`config.mk`:
```
export PLATFORM = sky130hd
export DESIGN_NAME = mem_port_arbiter
export DESIGN_NICKNAME = d
export VERILOG_FILES = /design/src/rtl/mem_arb_pkg.sv /design/src/rtl/mem_arb_prio.sv /design/src/rtl/mem_port_arbiter.sv
export SDC_FILE = /design/constraint.sdc
export NUM_CORES = 1
export LEC_CHECK = 0
export CORE_AREA = 8 8 106 98
export CTS_CLUSTER_SIZE = 20
export DETAILED_ROUTE_END_ITERATION = 7
export DIE_AREA = 0 0 114 106
export GPL_TIMING_DRIVEN = 1
export PLACE_DENSITY_LB_ADDON = 0.05
export SETUP_SLACK_MARGIN = 0.4
export SLEW_MARGIN = 10
export SYNTH_ARGS = -nofsm -noshare
export SYNTH_HDL_FRONTEND = slang
export SYNTH_HIERARCHICAL = 1
export SYNTH_SLANG_ARGS = --single-unit
```
`constraint.sdc`:
```
create_clock -name clk -period 9 [get_ports clk]
set_input_delay 1.8 -clock clk [delete_from_list [all_inputs] [get_ports clk]]
set_output_delay 1.8 -clock clk [all_outputs]
set_load 0.05 [all_outputs]
```
`src/rtl/mem_arb_pkg.sv`:
```
// Shared encodings for the memory port arbiter: load/store types, grant states
// and the access-size helper used by the range check.
package mem_arb_pkg;

  localparam logic [2:0] LT_LB  = 3'b000;
  localparam logic [2:0] LT_LBU = 3'b001;
  localparam logic [2:0] LT_LH  = 3'b010;
  localparam logic [2:0] LT_LHU = 3'b011;
  localparam logic [2:0] LT_LW  = 3'b100;

  localparam logic [1:0] ST_SB = 2'b00;
  localparam logic [1:0] ST_SH = 2'b01;
  localparam logic [1:0] ST_SW = 2'b10;

  typedef enum logic [1:0] {
    GS_IDLE = 2'd0,
    GS_G_IF = 2'd1,
    GS_G_DM = 2'd2
  } grant_state_e;

  // Bytes touched by a DM access; unused encodings are treated as a full word.
  function automatic logic [2:0] access_size(input logic we, input logic [2:0] ltype,
                                             input logic [1:0] stype);
    logic [2:0] sz;
    if (we) begin
      case (stype)
        ST_SB:   sz = 3'd1;
        ST_SH:   sz = 3'd2;
        default: sz = 3'd4;
      endcase
    end else begin
      case (ltype)
        LT_LB, LT_LBU: sz = 3'd1;
        LT_LH, LT_LHU: sz = 3'd2;
        default:       sz = 3'd4;
      endcase
    end
    return sz;
  endfunction

endpackage

```
`src/rtl/mem_arb_prio.sv`:
```
// Grant decision for the shared memory port: DM first, IF forced through after
// MAX_STREAK consecutive DM grants while IF waits.
//
//  state   | meaning
//  GS_IDLE | no access granted last cycle
//  GS_G_IF | last cycle served instruction fetch
//  GS_G_DM | last cycle served the MEM stage
module mem_arb_prio import mem_arb_pkg::*; #(
  parameter int MAX_STREAK = 3
) (
  input  logic         clk,
  input  logic         rst,
  input  logic         if_req_i,
  input  logic         dm_req_i,
  output logic         grant_if_o,
  output logic         grant_dm_o,
  output grant_state_e last_grant_o
);

  localparam logic [3:0] STREAK_MAX = 4'(MAX_STREAK);

  logic [3:0]   r_streak;
  grant_state_e r_state;
  logic         w_at_limit;

  assign w_at_limit   = if_req_i && (r_streak == STREAK_MAX);
  assign grant_dm_o   = !rst && dm_req_i && !w_at_limit;
  assign grant_if_o   = !rst && if_req_i && !grant_dm_o;
  assign last_grant_o = r_state;

  always_ff @(posedge clk) begin
    if (rst) begin
      r_state  <= GS_IDLE;
      r_streak <= '0;
    end else begin
      if (grant_dm_o)      r_state <= GS_G_DM;
      else if (grant_if_o) r_state <= GS_G_IF;
      else                 r_state <= GS_IDLE;

      if (grant_dm_o && if_req_i)
        r_streak <= (r_streak == STREAK_MAX) ? r_streak : r_streak + 4'd1;
      else
        r_streak <= '0;
    end
  end

endmodule

```
`src/rtl/mem_port_arbiter.sv`:
```
// Arbitrates IF and MEM-stage accesses onto one byte-addressed data memory.
// Optional ARB_PERF_CNT_EN adds saturating conflict / forced-grant counters.
module mem_port_arbiter import mem_arb_pkg::*; #(
  parameter int ADDR_W     = 8,
  parameter int MAX_STREAK = 3
) (
  input  logic              clk,
  input  logic              rst,
  input  logic              if_req_i,
  input  logic [ADDR_W-1:0] if_addr_i,
  output logic              if_ack_o,
  output logic              if_rvalid_o,
  output logic [31:0]       if_rdata_o,
  input  logic              dm_req_i,
  input  logic              dm_we_i,
  input  logic [ADDR_W-1:0] dm_addr_i,
  input  logic [31:0]       dm_wdata_i,
  input  logic [2:0]        dm_ltype_i,
  input  logic [1:0]        dm_stype_i,
  output logic              dm_ack_o,
  output logic              dm_rvalid_o,
  output logic [31:0]       dm_rdata_o,
  output logic              dm_err_o,
  output logic              mem_rd_en_o,
  output logic              mem_wr_en_o,
  output logic [ADDR_W-1:0] mem_addr_o,
  output logic [31:0]       mem_wdata_o,
  output logic [2:0]        mem_ltype_o,
  output logic [1:0]        mem_stype_o,
  input  logic [31:0]       mem_rdata_i
`ifdef ARB_PERF_CNT_EN
  ,
  output logic [15:0]       perf_conflict_o,
  output logic [15:0]       perf_forced_o
`endif
);

  logic         w_grant_if;
  logic         w_grant_dm;
  grant_state_e w_last_grant;
  logic [2:0]   w_size;
  logic [ADDR_W:0] w_end_addr;
  logic         w_range_err;
  logic         w_dm_go;
  logic         w_dm_load;
  logic [31:0]  r_if_rdata;
  logic [31:0]  r_dm_rdata;
  logic         r_dm_rvalid;

  mem_arb_prio #(.MAX_STREAK(MAX_STREAK)) u_prio (
    .clk          (clk),
    .rst          (rst),
    .if_req_i     (if_req_i),
    .dm_req_i     (dm_req_i),
    .grant_if_o   (w_grant_if),
    .grant_dm_o   (w_grant_dm),
    .last_grant_o (w_last_grant)
  );

  // One extra address bit catches accesses running past the top of memory.
  assign w_size      = access_size(dm_we_i, dm_ltype_i, dm_stype_i);
  assign w_end_addr  = {1'b0, dm_addr_i} + (ADDR_W+1)'(w_size - 3'd1);
  assign w_range_err = w_end_addr[ADDR_W];
  assign w_dm_go     = w_grant_dm && !w_range_err;
  assign w_dm_load   = w_grant_dm && !dm_we_i;

  always_comb begin
    mem_rd_en_o = 1'b0;
    mem_wr_en_o = 1'b0;
    mem_addr_o  = '0;
    mem_wdata_o = '0;
    mem_ltype_o = '0;
    mem_stype_o = '0;
    if (w_grant_if) begin
      mem_rd_en_o = 1'b1;
      mem_addr_o  = if_addr_i;
      mem_ltype_o = LT_LW;
    end else if (w_dm_go) begin
      mem_rd_en_o = !dm_we_i;
      mem_wr_en_o = dm_we_i;
      mem_addr_o  = dm_addr_i;
      mem_wdata_o = dm_wdata_i;
      mem_ltype_o = dm_ltype_i;
      mem_stype_o = dm_stype_i;
    end
  end

  assign if_ack_o = w_grant_if;
  assign dm_ack_o = w_grant_dm;
  assign dm_err_o = w_grant_dm && w_range_err;

  always_ff @(posedge clk) begin
    if (rst) begin
      r_if_rdata  <= '0;
      r_dm_rdata  <= '0;
      r_dm_rvalid <= 1'b0;
    end else begin
      r_dm_rvalid <= w_dm_load;
      if (w_grant_if) r_if_rdata <= mem_rdata_i;
      if (w_dm_load)  r_dm_rdata <= w_range_err ? 32'd0 : mem_rdata_i;
    end
  end

  // Gating with rst drops a read response that would land in a reset cycle.
  assign if_rvalid_o = !rst && (w_last_grant == GS_G_IF);
  assign dm_rvalid_o = !rst && r_dm_rvalid;
  assign if_rdata_o  = r_if_rdata;
  assign dm_rdata_o  = r_dm_rdata;

`ifdef ARB_PERF_CNT_EN
  logic [15:0] r_perf_conflict;
  logic [15:0] r_perf_forced;

  // IF can only win against a pending DM request when the streak limit forces it.
  always_ff @(posedge clk) begin
    if (rst) begin
      r_perf_conflict <= '0;
      r_perf_forced   <= '0;
    end else begin
      if (if_req_i && dm_req_i && !w_grant_if && (r_perf_conflict != 16'hFFFF))
        r_perf_conflict <= r_perf_conflict + 16'd1;
      if (w_grant_if && dm_req_i && (r_perf_forced != 16'hFFFF))
        r_perf_forced <= r_perf_forced + 16'd1;
    end
  end

  assign perf_conflict_o = r_perf_conflict;
  assign perf_forced_o   = r_perf_forced;
`endif

endmodule

```
==> flow_metrics.env, run 1 <==
export IMPL_numCtsBuffers=9
export IMPL_rsz0062_at_grt="false"
export IMPL_yosys_warnings=6
export IMPL_cts_setup_buffers=0
export IMPL_endpoint_kind="output pin"
export IMPL_grt_pass1_vias=2896
export IMPL_grt_overflow=0
export IMPL_drtPass1Iterations=4
export IMPL_p_sw_mw=0.233
export IMPL_final_common_cell="clkdlybuf4s50_1"
export IMPL_cts_sinks=71
export IMPL_start_util_pct=34.4
export IMPL_ys_flop_type="dfxtp_1"
export IMPL_relSlewSlack_pct=55.1
export IMPL_cellLeakagePower_nw=2.03
export IMPL_holdWs_ns=0.451
export IMPL_setup_violations=0
export IMPL_clk_latency_ns=0.33
export IMPL_critPathLaunchType="input port"
export IMPL_async_flop_share_pct=0
export IMPL_fill_cells=804
export IMPL_dp_hpwl_mm=7.77
export IMPL_drive_above_1_share_pct=7.51
export IMPL_period_share_pct=78.8
export IMPL_dieArea_um2=12100
export IMPL_num_vias=2783
export IMPL_worstPathRequired_ns=7.20
export IMPL_final_setup_tns_ns=0
export IMPL_area_growth_pct=76.2
export IMPL_root_buffer="clkbuf_8"
export IMPL_clockBufferDepth=2
export IMPL_worst_slew_pin_slew_ns=0.674
export IMPL_die_width_um=114
export IMPL_rows=33
export IMPL_drc=0
export IMPL_status="finished clean"
export IMPL_ctsHoldBuffers=0
export IMPL_regArea_um2=1420
export IMPL_min_path_type="reg2reg"
export IMPL_synth_distinct_cells=35
export IMPL_netlist_instances=285
export IMPL_syn_area_per_cell_um2=10.6
export IMPL_drt_iter0_drc=101
export IMPL_skew_ns=0.00459
export IMPL_synth_area_um2=3010
export IMPL_port_buffers=205
export IMPL_die_y_um=106
export IMPL_wl_mm=10.1
export IMPL_critPathArrivalTime_ns=5.29
export IMPL_p_comb_share_pct=28.1
export IMPL_htreeDepth=3
export IMPL_core_area_um2=8750
export IMPL_grt_max_degree=46
export IMPL_place_congestion=0.746
export IMPL_wl_per_cell_um=16.5
export IMPL_sequentialPowerShare_pct=44.3
export IMPL_num_io_pins=206
export IMPL_place_inst=599
export IMPL_clkPwrFrac_pct=27.5
export IMPL_synth_edf_count=0
export IMPL_multiInputGateArea_um2=1470
export IMPL_final_cell_mix="clkdlybuf4s50_1 (205), dfxtp_1 (71), nor2_1 (36), a22o_1 (35), mux2i_1 (33)"
export IMPL_peakVddDrop_v=0.000116
export IMPL_nets=585
export IMPL_hold_viol_final=0
export IMPL_power_density_nw_per_um2=141
export IMPL_period_needed_ns=7.09
export IMPL_crit_type="in2out"
export IMPL_synth_seq_cells=71
export IMPL_antenna_found_initial=0
export IMPL_cp_max_fo=45
export IMPL_switching_share_pct=31.1
export IMPL_grt_use_total_pct=16.5
export IMPL_final_cells=615
export IMPL_maxCapViolations=0
export IMPL_grt_pass1_wl_mm=15.9
export IMPL_insertedDiodeCount=0
export IMPL_drv_slew=0
export IMPL_drtAntennaViolNets=0
export IMPL_seq_area_frac_synth_pct=47.2
export IMPL_cts_tree="yes"
export IMPL_routed_via_density=4.53
export IMPL_cts_repair_resized=0
export IMPL_max_freq_ghz=0.141
export IMPL_path_clk_slew_ns=0.07
export IMPL_p_int_mw=0.515
-- metal layers --
metal / vias up / wire, um / track usage, %
met4: 0 / 99 / 4.37
met1: 1265 / 4190 / 18.4
li1: 1409 / - / -
met2: 103 / 5100 / 29.2
met3: 6 / 748 / 5.89
met5: - / 0 / 0
-- synth_stat cells, types with 3 or more instances --
| library cell | n | share of area, % |
|---|---|---|
| a22o_1 | 35 | 10 |
| a21oi_1 | 4 | 0.66 |
| buf_6 | 5 | 1.9 |
| inv_1 | 5 | 0.62 |
| mux2i_1 | 33 | 11 |
| buf_2 | 3 | 0.50 |
| ha_1 | 7 | 2.9 |
| and2_2 | 7 | 1.7 |
| nor2b_1 | 3 | 0.62 |
| clkbuf_1 | 8 | 1.0 |
| dfxtp_1 | 71 | 47 |
| nor3_1 | 3 | 0.50 |
| clkbuf_2 | 4 | 0.66 |
| nand4_1 | 3 | 0.62 |
| nor2_1 | 37 | 4.6 |
| and2_1 | 30 | 6.2 |
| a22o_2 | 5 | 1.7 |
-- power groups by stage --
stage / registers, mW / logic [mW] / clock network (mW)
after floorplan: 0.375 / 0.0826 / 0
after global placement: 0.338 / 0.209 / 0
after detailed placement: 0.338 / 0.211 / 0
after CTS: 0.331 / 0.212 / 0.216
after global routing: 0.333 / 0.222 / 0.230
final: 0.331 / 0.210 / 0.206
-- layout make-up --
class,instances,area share [%]
repair buffers,210,39.4
multi-input cells,191,27.6
flip-flops and latches,71,26.8
well taps,122,2.88
clock buffers,12,2.55
clock inverters,4,0.425
inverters,5,0.354
-- worst max-delay path: stages --
cell and delay [ns]:
clkdlybuf4s50_1 0.61, nor3_4 0.27, a21oi_1 0.07, ha_1 0.21
xnor2_1 0.16, ha_1 0.26, nand3_1 0.09, a21oi_1 0.16
nor4_4 0.28, buf_4 0.36, a22o_2 0.21, clkdlybuf4s50_1 0.81
-- flip-flops by register name, summed over array words and instances, names as in the netlist --
signal	count
if_rdata_o	32
dm_rdata_o	32
u_prio/r_streak	4
u_prio/last_grant_o	2
r_dm_rvalid	1
-- logic make-up after synthesis --
group / synth area share [%]
DFF: 47.2
buffers and inverters: 4.65
AOI/OAI and AO/OA: 15.2
and+or+nand+nor: 18.4
adders and majority gates: 2.91
muxes: 11.0
xor gates and xnor gates: 0.582
other: 0.125
-- metrics by stage --
stage	power (mW)	util (%)	cell area, um^2	setup slack [ns]
2_1_floorplan	0.457	-	3020	2.67
5_1_grt	0.785	60.6	5310	1.70
4_1_cts	0.759	60.6	5310	1.89
3_3_place_gp	0.547	58.8	5150	1.97
6_report	0.747	60.6	5310	1.91
3_5_place_dp	0.549	58.8	5150	1.91
-- final timing paths --
check | from | to | slack [ns] | depth (start not counted)
max | dm_we_i | mem_addr_o[3] | 1.91 | 12
min | u_prio/r_streak[0] | u_prio/r_streak[0] | 0.45 | 1
max reg2reg | u_prio/r_streak[0] | if_rdata_o[17] | 6.53 | 7
min reg2reg | u_prio/r_streak[0] | u_prio/r_streak[0] | 0.45 | 1
(Power assumes the default switching activity.)
==> run 2, diff against run 1 <==
- CORE_AREA: 8 8 106 98 -> 8 8 112 104
- DIE_AREA: 0 0 114 106 -> 0 0 120 112
- clock period: 9 -> 6.3 ns (I/O delays scaled with it)
==> flow_metrics.env, run 2 (synthesis gave the netlist of run 1 again) <==
export IMPL_status="finished clean"
export IMPL_setup_violations=0
export IMPL_final_setup_tns_ns=0
export IMPL_cellLeakagePower_nw=2.31
export IMPL_p_int_mw=0.827
export IMPL_max_freq_ghz=0.186
export IMPL_maxCapViolations=0
export IMPL_num_vias=2865
export IMPL_relSlewSlack_pct=60.6
export IMPL_clk_latency_ns=0.34
export IMPL_crit_family="buffers and inverters"
export IMPL_cp_max_fo=31
export IMPL_reg2reg_from="u_prio/r_streak[0]"
export IMPL_grt_pass1_vias=2936
export IMPL_critPathMaxStageDelay_ns=0.59
export IMPL_worstSetupStartpoint="dm_we_i"
export IMPL_area_growth_pct=94.0
export IMPL_cts_setup_buffers=0
export IMPL_wl_per_cell_um=18.8
export IMPL_grt_overflow=0
export IMPL_worst_slew_pin_slew_ns=0.590
export IMPL_met3WireLength_um=960
export IMPL_start_util_pct=30.6
export IMPL_period_needed_ns=5.38
export IMPL_drt_iter0_drc=94
export IMPL_p_sw_mw=0.364
export IMPL_critPathLaunchType="input port"
export IMPL_wl_met1_mm=4.80
export IMPL_numCtsBuffers=9
export IMPL_power_density_nw_per_um2=204
export IMPL_path_clk_slew_ns=0.07
export IMPL_skew_ns=0.00580
export IMPL_crit_type="in2out"
export IMPL_endpoint_kind="output pin"
export IMPL_worstPathCellList="clkdlybuf4s50_1 > nor3b_1 > a31oi_1 > ha_1 > xnor2_1 > ha_1 > nand3_1 > a21oi_1 > buf_4 > nor4_4 > buf_4 > and2_1 > buf_12"
export IMPL_highest_layer="met4"
export IMPL_grt_pass1_wl_mm=18.2
export IMPL_drtAntennaViolNets=0
export IMPL_antenna_found_initial=0
export IMPL_die_y_um=112
export IMPL_ctsHoldBuffers=0
export IMPL_place_congestion=0.750
export IMPL_drc=0
export IMPL_final_cell_mix="clkdlybuf4s50_1 (157), dfxtp_1 (71), buf_12 (45), nor2_1 (36), a22o_1 (35)"
export IMPL_drive_above_1_share_pct=18.1
export IMPL_min_path_type="reg2reg"
export IMPL_peakVddDrop_v=0.000144
export IMPL_period_share_pct=85.3
export IMPL_final_common_cell="clkdlybuf4s50_1"
export IMPL_cts_tree="yes"
export IMPL_place_inst=609
export IMPL_drv_slew=0
export IMPL_routed_via_density=4.58
export IMPL_wl_met2_mm=5.84
export IMPL_insertedDiodeCount=0
export IMPL_nets=588
export IMPL_clkPwrFrac_pct=32.1
export IMPL_rows=35
export IMPL_dieArea_um2=13400
export IMPL_port_buffers=205
export IMPL_critPathArrivalTime_ns=4.12
export IMPL_slowest_stage="clkdlybuf4s50_1"
export IMPL_grt_max_degree=39
export IMPL_drtPass1Iterations=5
export IMPL_num_io_pins=206
export IMPL_clockBufferDepth=2
export IMPL_worst_path_buf_inv=4
export IMPL_post_dp_cell_area_um2=5620
export IMPL_dp_hpwl_mm=9.31
export IMPL_hp_start="u_prio/r_streak[0]"
export IMPL_core_area_um2=9850
export IMPL_wl_mm=11.8
export IMPL_rsz0062_at_grt="false"
export IMPL_final_cells=625
export IMPL_htreeDepth=3
export IMPL_worstPathRequired_ns=5.04
export IMPL_die_width_um=120
export IMPL_cts_repair_resized=0
export IMPL_hold_viol_final=0
export IMPL_fin_area_um2=5840
export IMPL_root_buffer="clkbuf_8"
export IMPL_sequentialPowerShare_pct=39.7
export IMPL_p_comb_share_pct=28.2
export IMPL_p_total_mw=1.19
export IMPL_grt_use_total_pct=17.4
export IMPL_switching_share_pct=30.5
export IMPL_cts_sinks=71
==> run 2: cell types whose count changed in the layout (fill, tap and decap cells not counted), moves of 3 or more <==
cell,previous run,this run
clkbuf_1,3,0
buf_12,0,45
buf_4,5,10
clkinv_2,3,0
clkdlybuf4s50_1,205,157
==> run 2: cell type report <==
class                           count  area [um^2]
Clock inverter                      5         63.8
Fill cell                         805         4010
Tap cell                          129          161
Sequential cell                    71         1420
Multi-Input combinational cell    191         1470
Clock buffer                       11          151
Inverter                            5         18.8
Timing Repair Buffer              213         2560
==> run 2: path summary, 6_finish.rpt <==
check,end,slack [ns],depth (start not counted)
worst max-delay path,mem_wdata_o[17],0.92,13
worst min-delay path,u_prio/r_streak[0],0.47,1
worst max register to register,dm_rdata_o[27],3.80,8
worst min register to register,u_prio/r_streak[0],0.47,1
==> run 2: power groups by stage <==
stage	combinational, mW	sequential, mW	clock [mW]
2_1_floorplan	0.118	0.535	0
3_3_place_gp	0.335	0.483	0
5_1_grt	0.353	0.475	0.416
6_report	0.336	0.473	0.382
4_1_cts	0.339	0.473	0.399
3_5_place_dp	0.338	0.483	0
==> run 2: per-stage QoR <==
stage	hold slack (ns)	setup slack [ns]	utilization, %
floorplan	0.418	1.05	-
global placement	0.434	0.613	57.1
detailed placement	0.454	0.534	57.1
CTS	0.480	0.536	59.3
global route	0.493	0.634	59.3
finish	0.470	0.924	59.3
==> run 2: routing by layer <==
layer | track usage, % | vias to the layer above
met3 | 7.08 | 11
met4 | 4.83 | 0
li1 | - | 1410
met2 | 29.9 | 111
met1 | 19.3 | 1333
met5 | 0 | -
